### src/rtl/idu_pkg.sv
// Shared decode constants and packet type for the IDU; also used by IFU/EXU.
package idu_pkg;

    localparam int unsigned XLEN = 32;

    localparam logic [6:0] OPC_OP     = 7'b0110011;
    localparam logic [6:0] OPC_OP_IMM = 7'b0010011;
    localparam logic [6:0] OPC_LOAD   = 7'b0000011;
    localparam logic [6:0] OPC_STORE  = 7'b0100011;
    localparam logic [6:0] OPC_BRANCH = 7'b1100011;
    localparam logic [6:0] OPC_JAL    = 7'b1101111;
    localparam logic [6:0] OPC_JALR   = 7'b1100111;
    localparam logic [6:0] OPC_LUI    = 7'b0110111;
    localparam logic [6:0] OPC_AUIPC  = 7'b0010111;
    localparam logic [6:0] OPC_FENCE  = 7'b0001111;
    localparam logic [6:0] OPC_SYSTEM = 7'b1110011;

    localparam logic [31:0] NOP = 32'h00000013;

    typedef enum logic [2:0] {
        ALU_R, ALU_I, LOAD, STORE, BRANCH, JAL, JALR, UPPER
    } d_type_e;

    typedef struct packed {
        logic [XLEN-1:0] ip;
        logic [XLEN-1:0] rs1;
        logic [XLEN-1:0] rs2;
        logic [XLEN-1:0] imm;
        logic [4:0]      rd;
        logic            rd_we;
        d_type_e         typ;
        logic [3:0]      func;
        logic            illegal;
    } pkt_t;

    localparam pkt_t PKT_RST = '{ip: '0, rs1: '0, rs2: '0, imm: '0, rd: '0, rd_we: 1'b0,
                                 typ: ALU_I, func: '0, illegal: 1'b0};

endpackage

### src/rtl/idu_imm_gen.sv
// Combinational immediate generator: I/S/B/U/J formats, sign-extended; 0 otherwise.
module idu_imm_gen
    import idu_pkg::*;
(
    input  logic [31:0]     IR,
    output logic [XLEN-1:0] imm
);

    always_comb begin
        imm = '0;
        case (IR[6:0])
            OPC_OP_IMM, OPC_LOAD, OPC_JALR:
                imm = {{20{IR[31]}}, IR[31:20]};
            OPC_STORE:
                imm = {{20{IR[31]}}, IR[31:25], IR[11:7]};
            OPC_BRANCH:
                imm = {{19{IR[31]}}, IR[31], IR[7], IR[30:25], IR[11:8], 1'b0};
            OPC_LUI, OPC_AUIPC:
                imm = {IR[31:12], 12'b0};
            OPC_JAL:
                imm = {{11{IR[31]}}, IR[31], IR[19:12], IR[20], IR[30:21], 1'b0};
            default:
                imm = '0;
        endcase
    end

endmodule

### src/rtl/idu.sv
// Decode stage: handshake/flush control, RV32I decode, write-back forwarding, packet register.
// Optional IDU_ILLEGAL_DET_EN flags unsupported encodings instead of decoding them as NOP.
module idu
    import idu_pkg::*;
(
    input  logic            clk,
    input  logic            rst,
    input  logic [31:0]     IR,
    input  logic [XLEN-1:0] ip,
    input  logic            IFU_valid,
    output logic            IDU_ready,
    input  logic            jump,
    output logic [4:0]      rs1_addr,
    output logic [4:0]      rs2_addr,
    input  logic [XLEN-1:0] rs1_data,
    input  logic [XLEN-1:0] rs2_data,
    input  logic            wb_en,
    input  logic [4:0]      wb_rd,
    input  logic [XLEN-1:0] wb_data,
    output logic            IDU_valid,
    input  logic            EXU_ready,
    output logic [XLEN-1:0] d_ip,
    output logic [XLEN-1:0] d_rs1,
    output logic [XLEN-1:0] d_rs2,
    output logic [XLEN-1:0] d_imm,
    output logic [4:0]      d_rd,
    output logic            d_rd_we,
    output logic [2:0]      d_type,
    output logic [3:0]      d_func,
    output logic            d_illegal
);

    logic            valid_q;
    pkt_t            pkt_q;
    pkt_t            dec;
    logic [XLEN-1:0] imm;
    logic            accept;
    logic [6:0]      opc;
    logic [2:0]      f3;
    logic            wr_rd;

    assign opc      = IR[6:0];
    assign f3       = IR[14:12];
    assign rs1_addr = IR[19:15];
    assign rs2_addr = IR[24:20];

    assign IDU_ready = !valid_q || EXU_ready;
    assign accept    = IFU_valid && IDU_ready && !jump;

    idu_imm_gen u_imm_gen (
        .IR  (IR),
        .imm (imm)
    );

    always_comb begin
        dec     = PKT_RST;
        wr_rd   = 1'b0;
        dec.ip  = ip;
        dec.imm = imm;
        // x0 reads as zero even if the write-back port targets it
        dec.rs1 = (rs1_addr == 5'd0) ? '0 :
                  (wb_en && wb_rd == rs1_addr) ? wb_data : rs1_data;
        dec.rs2 = (rs2_addr == 5'd0) ? '0 :
                  (wb_en && wb_rd == rs2_addr) ? wb_data : rs2_data;
        case (opc)
            OPC_OP: begin
                dec.typ  = ALU_R;
                dec.func = {IR[30], f3};
                wr_rd    = 1'b1;
            end
            OPC_OP_IMM: begin
                dec.typ  = ALU_I;
                dec.func = {(f3[1:0] == 2'b01) ? IR[30] : 1'b0, f3};
                wr_rd    = 1'b1;
            end
            OPC_LOAD: begin
                dec.typ  = LOAD;
                dec.func = {1'b0, f3};
                wr_rd    = 1'b1;
            end
            OPC_STORE: begin
                dec.typ  = STORE;
                dec.func = {1'b0, f3};
            end
            OPC_BRANCH: begin
                dec.typ  = BRANCH;
                dec.func = {1'b0, f3};
            end
            OPC_JAL: begin
                dec.typ = JAL;
                wr_rd   = 1'b1;
            end
            OPC_JALR: begin
                dec.typ  = JALR;
                dec.func = {1'b0, f3};
                wr_rd    = 1'b1;
            end
            OPC_LUI, OPC_AUIPC: begin
                dec.typ  = UPPER;
                dec.func = {3'b000, opc[5]};
                wr_rd    = 1'b1;
            end
            default: begin
                dec.typ = ALU_I;
            end
        endcase
        dec.rd    = wr_rd ? IR[11:7] : 5'd0;
        dec.rd_we = wr_rd && (IR[11:7] != 5'd0);
`ifdef IDU_ILLEGAL_DET_EN
        case (opc)
            OPC_OP:
                dec.illegal = !((IR[31:25] == 7'b0000000) ||
                                (IR[31:25] == 7'b0100000 && (f3 == 3'b000 || f3 == 3'b101)));
            OPC_OP_IMM:
                dec.illegal = (f3 == 3'b001 && IR[31:25] != 7'b0000000) ||
                              (f3 == 3'b101 && IR[31:25] != 7'b0000000 &&
                               IR[31:25] != 7'b0100000);
            OPC_LOAD, OPC_STORE, OPC_BRANCH, OPC_JAL, OPC_JALR, OPC_LUI, OPC_AUIPC,
            OPC_FENCE, OPC_SYSTEM:
                dec.illegal = 1'b0;
            default:
                dec.illegal = 1'b1;
        endcase
        if (dec.illegal) begin
            dec.rd_we = 1'b0;
            dec.typ   = ALU_I;
        end
`else
        dec.illegal = 1'b0;
`endif
    end

    always_ff @(posedge clk or posedge rst) begin
        if (rst) begin
            valid_q <= 1'b0;
            pkt_q   <= PKT_RST;
        end else if (jump) begin
            valid_q <= 1'b0;
        end else if (accept) begin
            valid_q <= 1'b1;
            pkt_q   <= dec;
        end else if (EXU_ready) begin
            valid_q <= 1'b0;
        end
    end

    assign IDU_valid = valid_q;
    assign d_ip      = pkt_q.ip;
    assign d_rs1     = pkt_q.rs1;
    assign d_rs2     = pkt_q.rs2;
    assign d_imm     = pkt_q.imm;
    assign d_rd      = pkt_q.rd;
    assign d_rd_we   = pkt_q.rd_we;
    assign d_type    = pkt_q.typ;
    assign d_func    = pkt_q.func;
    assign d_illegal = pkt_q.illegal;

endmodule

### config.mk
export PLATFORM = sky130hd
export DESIGN_NAME = idu
export DESIGN_NICKNAME = d
export VERILOG_FILES = /design/src/rtl/idu_pkg.sv /design/src/rtl/idu_imm_gen.sv /design/src/rtl/idu.sv
export SDC_FILE = /design/constraint.sdc
export NUM_CORES = 1
export LEC_CHECK = 0
export CAP_MARGIN = 20
export CORE_ASPECT_RATIO = 0.9
export CORE_MARGIN = 5
export CORE_UTILIZATION = 41
export DETAILED_ROUTE_END_ITERATION = 8
export HOLD_SLACK_MARGIN = 0.03
export PLACE_DENSITY = 0.82
export SLEW_MARGIN = 15
export SYNTH_ARGS = -nofsm -noshare
export SYNTH_HDL_FRONTEND = slang
export SYNTH_SLANG_ARGS = --single-unit
### constraint.sdc
create_clock -name clk -period 4.8 [get_ports clk]
set_input_delay 0.48 -clock clk [delete_from_list [all_inputs] [get_ports clk]]
set_output_delay 0.48 -clock clk [all_outputs]
set_load 0.01 [all_outputs]
# == Word-level counts from Yosys, hierarchy flattened ==
# Index checks and enable logic that the tools add are counted.
# op_classes
mux,13
bitwise_logic,1
n_reduce_logical,17
eq_ne,12
# op_table
operator,n
$pmux 32 s5,1
$mux 32,4
$eq 7x6->1 const B,3
$eq 7x7->1 const B,3
$pmux 3 s7,1
$pmux 4 s4,1
$eq 7x5->1 const B,2
$eq 5x5->1,2
$logic_not 5->1,2
$eq 7x2->1 const B,1
$reduce_or 7->1,1
$logic_and 1x1->1,5
$mux 1,5
$mux 5,1
$reduce_bool 5->1,1
$reduce_or 4->1,1
$reduce_bool 3->1,1
$reduce_or 3->1,1
$eq 2x1->1 const B,1
$logic_not 1->1,2
$reduce_and 2->1,1
$reduce_or 2->1,1
$logic_or 1x1->1,1
$not 1->1,1
# totals
word_cells,52
out_inout_bits,154
reg_bits,142

# == Longest topological paths before layout ==
# Gate-level depths: netlist of the first run.
# depth
word_depth,6
ltp_mapped,8

# == Cells and area by module ==
# A second synthesis of the first run with hierarchy kept.
# unflattened
cells_unflattened,822
hier_area_um2,7523.5
# modules_own_cells
mod,n_inst,area_each_um2,cells_per_inst,seq_area_each_um2
idu,1,6976.7,743,3554.7
idu_imm_gen,1,546.8,79,0.0

# == Worst setup path after synthesis of the first run ==
# Ideal clock, no wire load.
# synth_timing
path_kind,input to register
from,in IR[3]
to,reg pkt_q (netlist bit d_imm[20])
setup_time_ns,0.074
stages,8
t_arrival_ns,1.856
path_slack_ns,2.870
t_required_ns,4.726
cell_sequence,buf_6 -> or2_4 -> or4_4 -> buf_6 -> nand2_4 -> o21ai_4 -> buf_6 -> o21ai_2
# synth_via
elab_chain_cells,3
word_cells_on_any_way,11
# synth_lines
item,line_no,source
start: declaration,idu.sv:8,"input logic [31:0] IR,"
"$eq 7x5->1, or another cell as far along",idu_imm_gen.sv:11,case (IR[6:0])
$reduce_or 3->1 or $reduce_or 2->1 (tied branches),idu_imm_gen.sv:11,
$pmux 32 s5 (*),idu_imm_gen.sv:11,
end signal: assignment,idu.sv:136,pkt_q <= PKT_RST;
end signal: assignment,idu.sv:141,pkt_q <= dec;
end: declaration,idu.sv:34,pkt_t pkt_q;
# Every way passes the cells marked *; elsewhere a longest branch is shown, timed or not.
# A chain may end at the register's enable or synchronous reset.

# == Worst setup path in the final report of the first run ==
# layout_timing
from,in IR[23]
to,reg pkt_q (netlist bit d_rs2[24])
# layout_via
elab_chain_cells,4
word_cells_on_any_way,5
# layout_lines
item,line_no,source
$eq 5x5->1,idu.sv:64,(wb_en && wb_rd == rs2_addr) ? wb_data : rs2_data;
$logic_and 1x1->1,idu.sv:64,
$mux 32,idu.sv:64,
$mux 32 (*),idu.sv:63,dec.rs2 = (rs2_addr == 5'd0) ? '0 :
# Marks and branches as above.

==> impl_metrics.py, run 1 <==
metrics = {
    "outcome": {
        "status": "finished clean",
    },
    "placement": {
        "place_inst": 1155,
        "port_buffers": 323,
        "dp_hpwl_mm": 16.3,
        "dp_slack_ns": 1.74,
        "place.gp.congestion": 0.827,
    },
    "pwr": {
        "peakVddDrop_mv": 0.239,
        "power_mw": 3.52,
        "power.switching_mw": 0.951,
        "p_per_area_nw_per_um2": 338,
        "p_comb_share_pct": 22.4,
        "p_seq_share_pct": 40.2,
        "internal_power_mw": 2.56,
        "clkPwrFrac_pct": 37.5,
        "leakagePower_nw": 4.36,
        "swShare_pct": 27.1,
    },
    "layout": {
        "drive_gt1_share_pct": 6.60,
        "fin_nets": 1143,
        "num_antenna_cells": 0,
        "areaGrowthSynthToFinish_pct": 58.8,
        "instances_no_fill": 1187,
        "fillers": 1277,
        "area.sequential_um2": 3550,
        "post-route-util_pct": 67.0,
        "multi_input_area_um2": 2680,
    },
    "sta": {
        "tightest_slew_ns": 1.08,
        "setup_ws_ns": 2.11,
        "hold_violations": 0,
        "finalCriticalPeriod_ns": 2.69,
        "finalSetupTns_ns": 0,
        "relSlewSlack_pct": 28.1,
        "finalSetupViolCount": 0,
        "rsz0062_at_grt": "false",
        "max_freq_ghz": 0.372,
        "slew_viol_final": 0,
        "post-route-period-util_pct": 56.0,
        "fin_worst_skew_ns": 0.00628,
    },
    "floorplan": {
        "start_util_pct": 42.2,
        "rows": 43,
        "die_w_um": 143,
        "dieArea_um2": 18600,
        "core_um2": 15500,
        "io_pins": 325,
        "dieHeight_um": 130,
    },
    "synth": {
        "synth_fp_nets": 850,
        "yosysMostFrequentCell": "nand2_1",
        "synthCells": 679,
        "avgSynthCellArea_um2": 9.66,
        "synth_top_area_share_pct": 53.8,
        "async_reset_ff_share_pct": 100,
        "netlist_area_um2": 6560,
        "yosysWarnings": 0,
        "ys_seq_area_share_pct": 54.2,
        "synth_edf_count": 0,
        "synthTopCellsByCount": "nand2_1, dfrtp_1, o21ai_0, mux2i_1, a21oi_1",
        "synth_ff_type": "dfrtp_1",
        "synth.area.top_cells": "dfrtp_1, nand2_1, mux2i_1",
        "synth-seq-cells": 142,
        "yosysUniqueCellTypes": 48,
        "yosys.area.top_type": "dfrtp_1",
    },
    "cts": {
        "ctsHoldBuffers": 0,
        "clk_latency_ns": 0.40,
        "clkTransAtPathRegs_ns": 0.06,
        "htreeDepth": 4,
        "cts.sinks": 142,
        "cts_tree": "done",
        "cts_setup_buffers": 0,
        "cts_buffer_depth": 2,
        "cts-buffers-inserted": 17,
        "cts_resized": 0,
        "clock-root-buffer": "clkbuf_16",
    },
    "worst_setup_path": {
        "cp_data_arrival_time_ns": 2.95,
        "slowest_stage": "and3_2",
        "cp_top_family": "simple AND/OR/NAND/NOR gates",
        "critPathBufInv": 1,
        "cp-end-kind": "flop",
        "worstPathRequired_ns": 5.06,
        "start_kind": "primary input",
        "worstPathMaxFanout": 32,
        "cp_slowest_stage_delay_ns": 0.92,
        "cp_cell_sequence": "clkdlybuf4s50_1 -> xor2_1 -> nor4_1 -> and3_2 -> mux2i_1 -> o21ai_0",
        "crit_type": "primary input to flop",
    },
    "global_routing": {
        "grt_max_degree": 140,
        "gr-total-overflow": 0,
        "grt_first_pass_wirelength_mm": 33.4,
        "grt_use_total_pct": 23.1,
        "grt_pass1_vias": 6099,
        "antenna_found_initial": 0,
    },
    "min_path": {
        "hold_path_class": "flop to flop",
    },
    "drt": {
        "routed_wl_mm": 22.1,
        "viasPerCell": 5.04,
        "vias": 5986,
        "ant_nets": 0,
        "drc": 0,
        "drtIter0Drc": 252,
        "drt-pass1-iter-count": 4,
        "wl_per_cell_um": 18.7,
    },
    "job": {
        "drv_cap": 0,
    },
}
-- stage by stage --
stage / cell area, um2 / hold WS [ns]
2_1_floorplan: 6560 / 0.506
3_3_place_gp: 9820 / 0.449
3_5_place_dp: 9820 / 0.463
4_1_cts: 10400 / 0.477
5_1_grt: 10400 / 0.494
6_report: 10400 / 0.475
-- worst min-delay path, delay by kind of cell, from the launching register on --
kind	cells	cell delay, ns
DFF	1	0.34
and+or+nand+nor	2	0.10
-- kinds of logic after synthesis --
kind of cell | after synthesis | share of synthesized area, %
mux | 64 | 9.77
compound gates | 150 | 13.8
other cells | 1 | 0.0572
simple gates | 248 | 15.6
flops | 142 | 54.2
xor+xnor | 10 | 1.34
buf+inv | 64 | 5.23
-- cells in the final DEF (no fill, tap or decap), drive strengths merged, types with 3 or more instances in the layout --
cell           netlist  routed
clkdlybuf4s50        0     323
nand2              202     202
dfrtp              141     141
o21ai               96      96
mux2i               64      64
a21oi               27      27
nor2                22      22
clkbuf              24      18
inv                  8      12
a22o                11      11
xor2                 8       8
buf                 32       7
a22oi                5       5
clkinvlp             0       5
nand3                4       4
or4                  4       4
and3                 3       3
clkinv               0       3
nor3b                3       3
-- sequential cells by signal, summed over array words and instances, names as in the netlist --
| signal | count |
|---|---|
| d_rs1 | 32 |
| d_ip | 32 |
| IDU_valid | 1 |
| d_rd_we | 1 |
| d_func | 4 |
| d_rd | 5 |
| d_imm | 32 |
| d_rs2 | 32 |
| d_type | 3 |
-- final timing paths --
check | start | to | slack, ns | cells past startpoint
max in group asynchronous | rst | d_imm[19]$_DFFE_PP0P_ | 3.26 | 3
hold / removal | d_ip[7]$_DFFE_PP0P_ | d_ip[7]$_DFFE_PP0P_ | 0.48 | 2
setup / recovery | IR[23] | d_rs2[24]$_DFFE_PP0P_ | 2.11 | 6
setup reg to reg | IDU_valid$_DFFE_PP0P_ | d_imm[14]$_DFFE_PP0P_ | 2.63 | 6
hold reg to reg | d_ip[7]$_DFFE_PP0P_ | d_ip[7]$_DFFE_PP0P_ | 0.48 | 2
min in group asynchronous | rst | d_ip[14]$_DFFE_PP0P_ | 0.60 | 2
-- per-layer routing --
metal	part of all wire, %	wire length (um)	GRT usage (%)
met2	50	11100	39.9
met4	1.6	364	5.98
met5	0	0	0
met1	39	8740	28.2
met3	8.9	1960	7.66
-- area by class of cell --
class,count,area share (%)
inverters,8,0.336
well taps,202,2.43
clock inverters,14,1.51
repair buffers,330,31.7
multi-input cells,473,25.7
flip-flops and latches,142,34.1
clock buffers,18,4.22
-- power groups by stage --
stage               Clock, mW  Sequential, mW  Combinational [mW]
CTS                      1.34            1.41               0.797
floorplan                   0            1.49               0.208
global route             1.41            1.43               0.849
detailed placement          0            1.43               0.793
finish                   1.32            1.41               0.786
global placement            0            1.43               0.781
No activity file was read; power rests on OpenSTA's default activity.
==> run 2, diff against run 1 <==
--- a/config.mk
+++ b/config.mk
@@ -8,10 +8,10 @@
 export CAP_MARGIN = 20
 export CORE_ASPECT_RATIO = 0.9
 export CORE_MARGIN = 5
-export CORE_UTILIZATION = 41
+export CORE_UTILIZATION = 37
 export DETAILED_ROUTE_END_ITERATION = 8
 export HOLD_SLACK_MARGIN = 0.03
-export PLACE_DENSITY = 0.82
+export PLACE_DENSITY = 0.79
 export SLEW_MARGIN = 15
 export SYNTH_ARGS = -nofsm -noshare
 export SYNTH_HDL_FRONTEND = slang
==> constraint.sdc (replaced) <==
create_clock -name clk -period 2.22 [get_ports clk]
set_input_delay 0.222 -clock clk [delete_from_list [all_inputs] [get_ports clk]]
set_output_delay 0.222 -clock clk [all_outputs]
set_load 0.01 [all_outputs]
==> run 2 against run 1 <==
Net effect: core utilization shrank 4.9 points; non-clock buffer count grew 32; first-iteration DRC count shrank 14%; combinational power grew 130%; sequential share of layout area shrank 1.4 points; setup slack lost 1.9 ns; cell area grew 4.2%; hold slack lost 0.34 ns; largest power group unchanged; critical path type is now flop to flop; sequential power grew 120%; clock-buffer cell count is the same.
==> impl_metrics.py, run 2 (synthesis gave the netlist of run 1 again) <==
metrics = {
    "layout": {
        "drive_gt1_share_pct": 9.54,
        "areaGrowthSynthToFinish_pct": 65.6,
        "mostFrequentLayoutCells": "clkdlybuf4s50_1, nand2_1, dfrtp_1",
        "num_antenna_cells": 0,
        "fin_nets": 1175,
        "final_common_cell": "clkdlybuf4s50_1",
    },
    "worst_setup_path": {
        "r2r_cells": 5,
        "critPathBufInv": 1,
        "worstPathMaxFanout": 8,
        "rr_startpoint": "IDU_valid$_DFFE_PP0P_",
        "cp-end-kind": "flop",
        "cp_data_arrival_time_ns": 2.22,
        "crit_top_cell": "a21oi_1",
        "crit_type": "flop to flop",
        "regToRegSetupSlack_ns": 0.26,
        "slowest_stage": "a21oi_1",
        "cp_slowest_stage_delay_ns": 0.69,
        "worstPathRequired_ns": 2.47,
        "cp_cell_sequence": "nor2b_1 -> inv_1 -> nand3b_1 -> a21oi_1 -> a21oi_1",
        "start_kind": "flop",
        "cp_top_family": "compound AO/OA/AOI/OAI gates",
        "regToRegEndpoint": "d_imm[18]$_DFFE_PP0P_",
    },
    "drt": {
        "routed_wl_mm": 22.8,
        "ant_nets": 0,
        "drtIter0Drc": 217,
        "wl_per_cell_um": 18.1,
        "vias": 6172,
        "drc": 0,
        "drt-pass1-iter-count": 5,
        "viasPerCell": 4.91,
    },
    "sta": {
        "fin_worst_skew_ns": 0.0116,
        "hold_violations": 0,
        "slew_viol_final": 0,
        "finalCriticalPeriod_ns": 1.96,
        "rsz0062_at_grt": "false",
        "relSlewSlack_pct": 51.4,
        "max_freq_ghz": 0.510,
        "tightest_slew_ns": 0.729,
        "finalSetupViolCount": 0,
        "finalSetupTns_ns": 0,
        "post-route-period-util_pct": 88.4,
    },
    "global_routing": {
        "antenna_found_initial": 0,
        "grt_max_degree": 68,
        "gr-total-overflow": 0,
        "grt_pass1_vias": 6426,
        "grt_use_total_pct": 22.1,
        "grt_first_pass_wirelength_mm": 35.3,
    },
    "floorplan": {
        "dieHeight_um": 136,
        "rows": 46,
        "die_w_um": 150,
        "core_um2": 17500,
        "start_util_pct": 37.5,
        "io_pins": 325,
        "dieArea_um2": 20500,
    },
    "cts": {
        "cts_tree": "done",
        "cts_buffer_depth": 2,
        "htreeDepth": 4,
        "clkTransAtPathRegs_ns": 0.07,
        "clk_latency_ns": 0.42,
        "cts-buffers-inserted": 17,
        "clock-root-buffer": "clkbuf_16",
        "cts.sinks": 142,
    },
    "min_path": {
        "hold_path_class": "primary input to async pin",
    },
    "pwr": {
        "p_per_area_nw_per_um2": 717,
        "leakagePower_nw": 4.59,
        "peakVddDrop_mv": 0.496,
        "power_mw": 7.79,
    },
    "placement": {
        "place.gp.congestion": 0.833,
        "dp_hpwl_mm": 17.5,
        "port_buffers": 323,
    },
    "job": {
        "drv_cap": 0,
    },
    "outcome": {
        "status": "finished clean",
    },
}
## run 2: layout make-up
| class | instances | area, um2 |
|---|---|---|
| inverter | 8 | 33.8 |
| fill | 1499 | 6640 |
| sequential | 142 | 3550 |
| multi-input combinational | 473 | 2680 |
| clock inverter | 14 | 180 |
| timing repair buffer | 362 | 3680 |
| tap | 240 | 300 |
| clock buffer | 18 | 429 |
## run 2: stage by stage
step	util (%)	hold slack (ns)	std cells	setup slack (ns)	instance area [um2]
2_1_floorplan	-	0.288	679	0.222	6560
5_1_grt	62.0	0.149	1257	0.176	10900
3_3_place_gp	58.5	0.451	1225	0.00570	10200
3_5_place_dp	58.5	0.462	1225	-0.0537	10200
6_report	62.0	0.132	1257	0.259	10900
4_1_cts	62.0	0.129	1257	0.192	10800
## run 2: power by group
part / internal [mW] / switching [mW]
combinational: 1.00 / 0.765
clock: 1.79 / 1.18
sequential: 2.89 / 0.163
## run 2: repair_timing
action,4_1_cts,5_1_grt
buffers inserted,0,0
hold endpoints to repair,0,0
hold buffers,0,0
gates resized for setup,0,1
endpoints found under the setup margin,0,1
## run 2: worst max path at each step
stage                                startpoint                     to  slack, ns  cells past startpoint
after detailed placement                  IR[3]  d_imm[18]$_DFFE_PP0P_      -0.05                      7
final                     IDU_valid$_DFFE_PP0P_  d_imm[18]$_DFFE_PP0P_       0.26                      5
after floorplan                             rst  IDU_valid$_DFFE_PP0P_       0.22                      1
after global routing      IDU_valid$_DFFE_PP0P_  d_imm[18]$_DFFE_PP0P_       0.18                      5
after CTS                 IDU_valid$_DFFE_PP0P_    d_rd_we$_DFFE_PP0P_       0.19                      6
after global placement                    IR[3]  d_type[0]$_DFFE_PP1P_      0.006                      7
## run 2: layer usage
| layer | GRT usage (%) | up-vias | share of wire (%) |
|---|---|---|---|
| li1 | - | 2935 | - |
| met1 | 27.4 | 2936 | 40 |
| met2 | 36.3 | 265 | 49 |
| met3 | 7.43 | 36 | 8.9 |
| met4 | 7.37 | 0 | 2.5 |
| met5 | 0 | - | 0 |
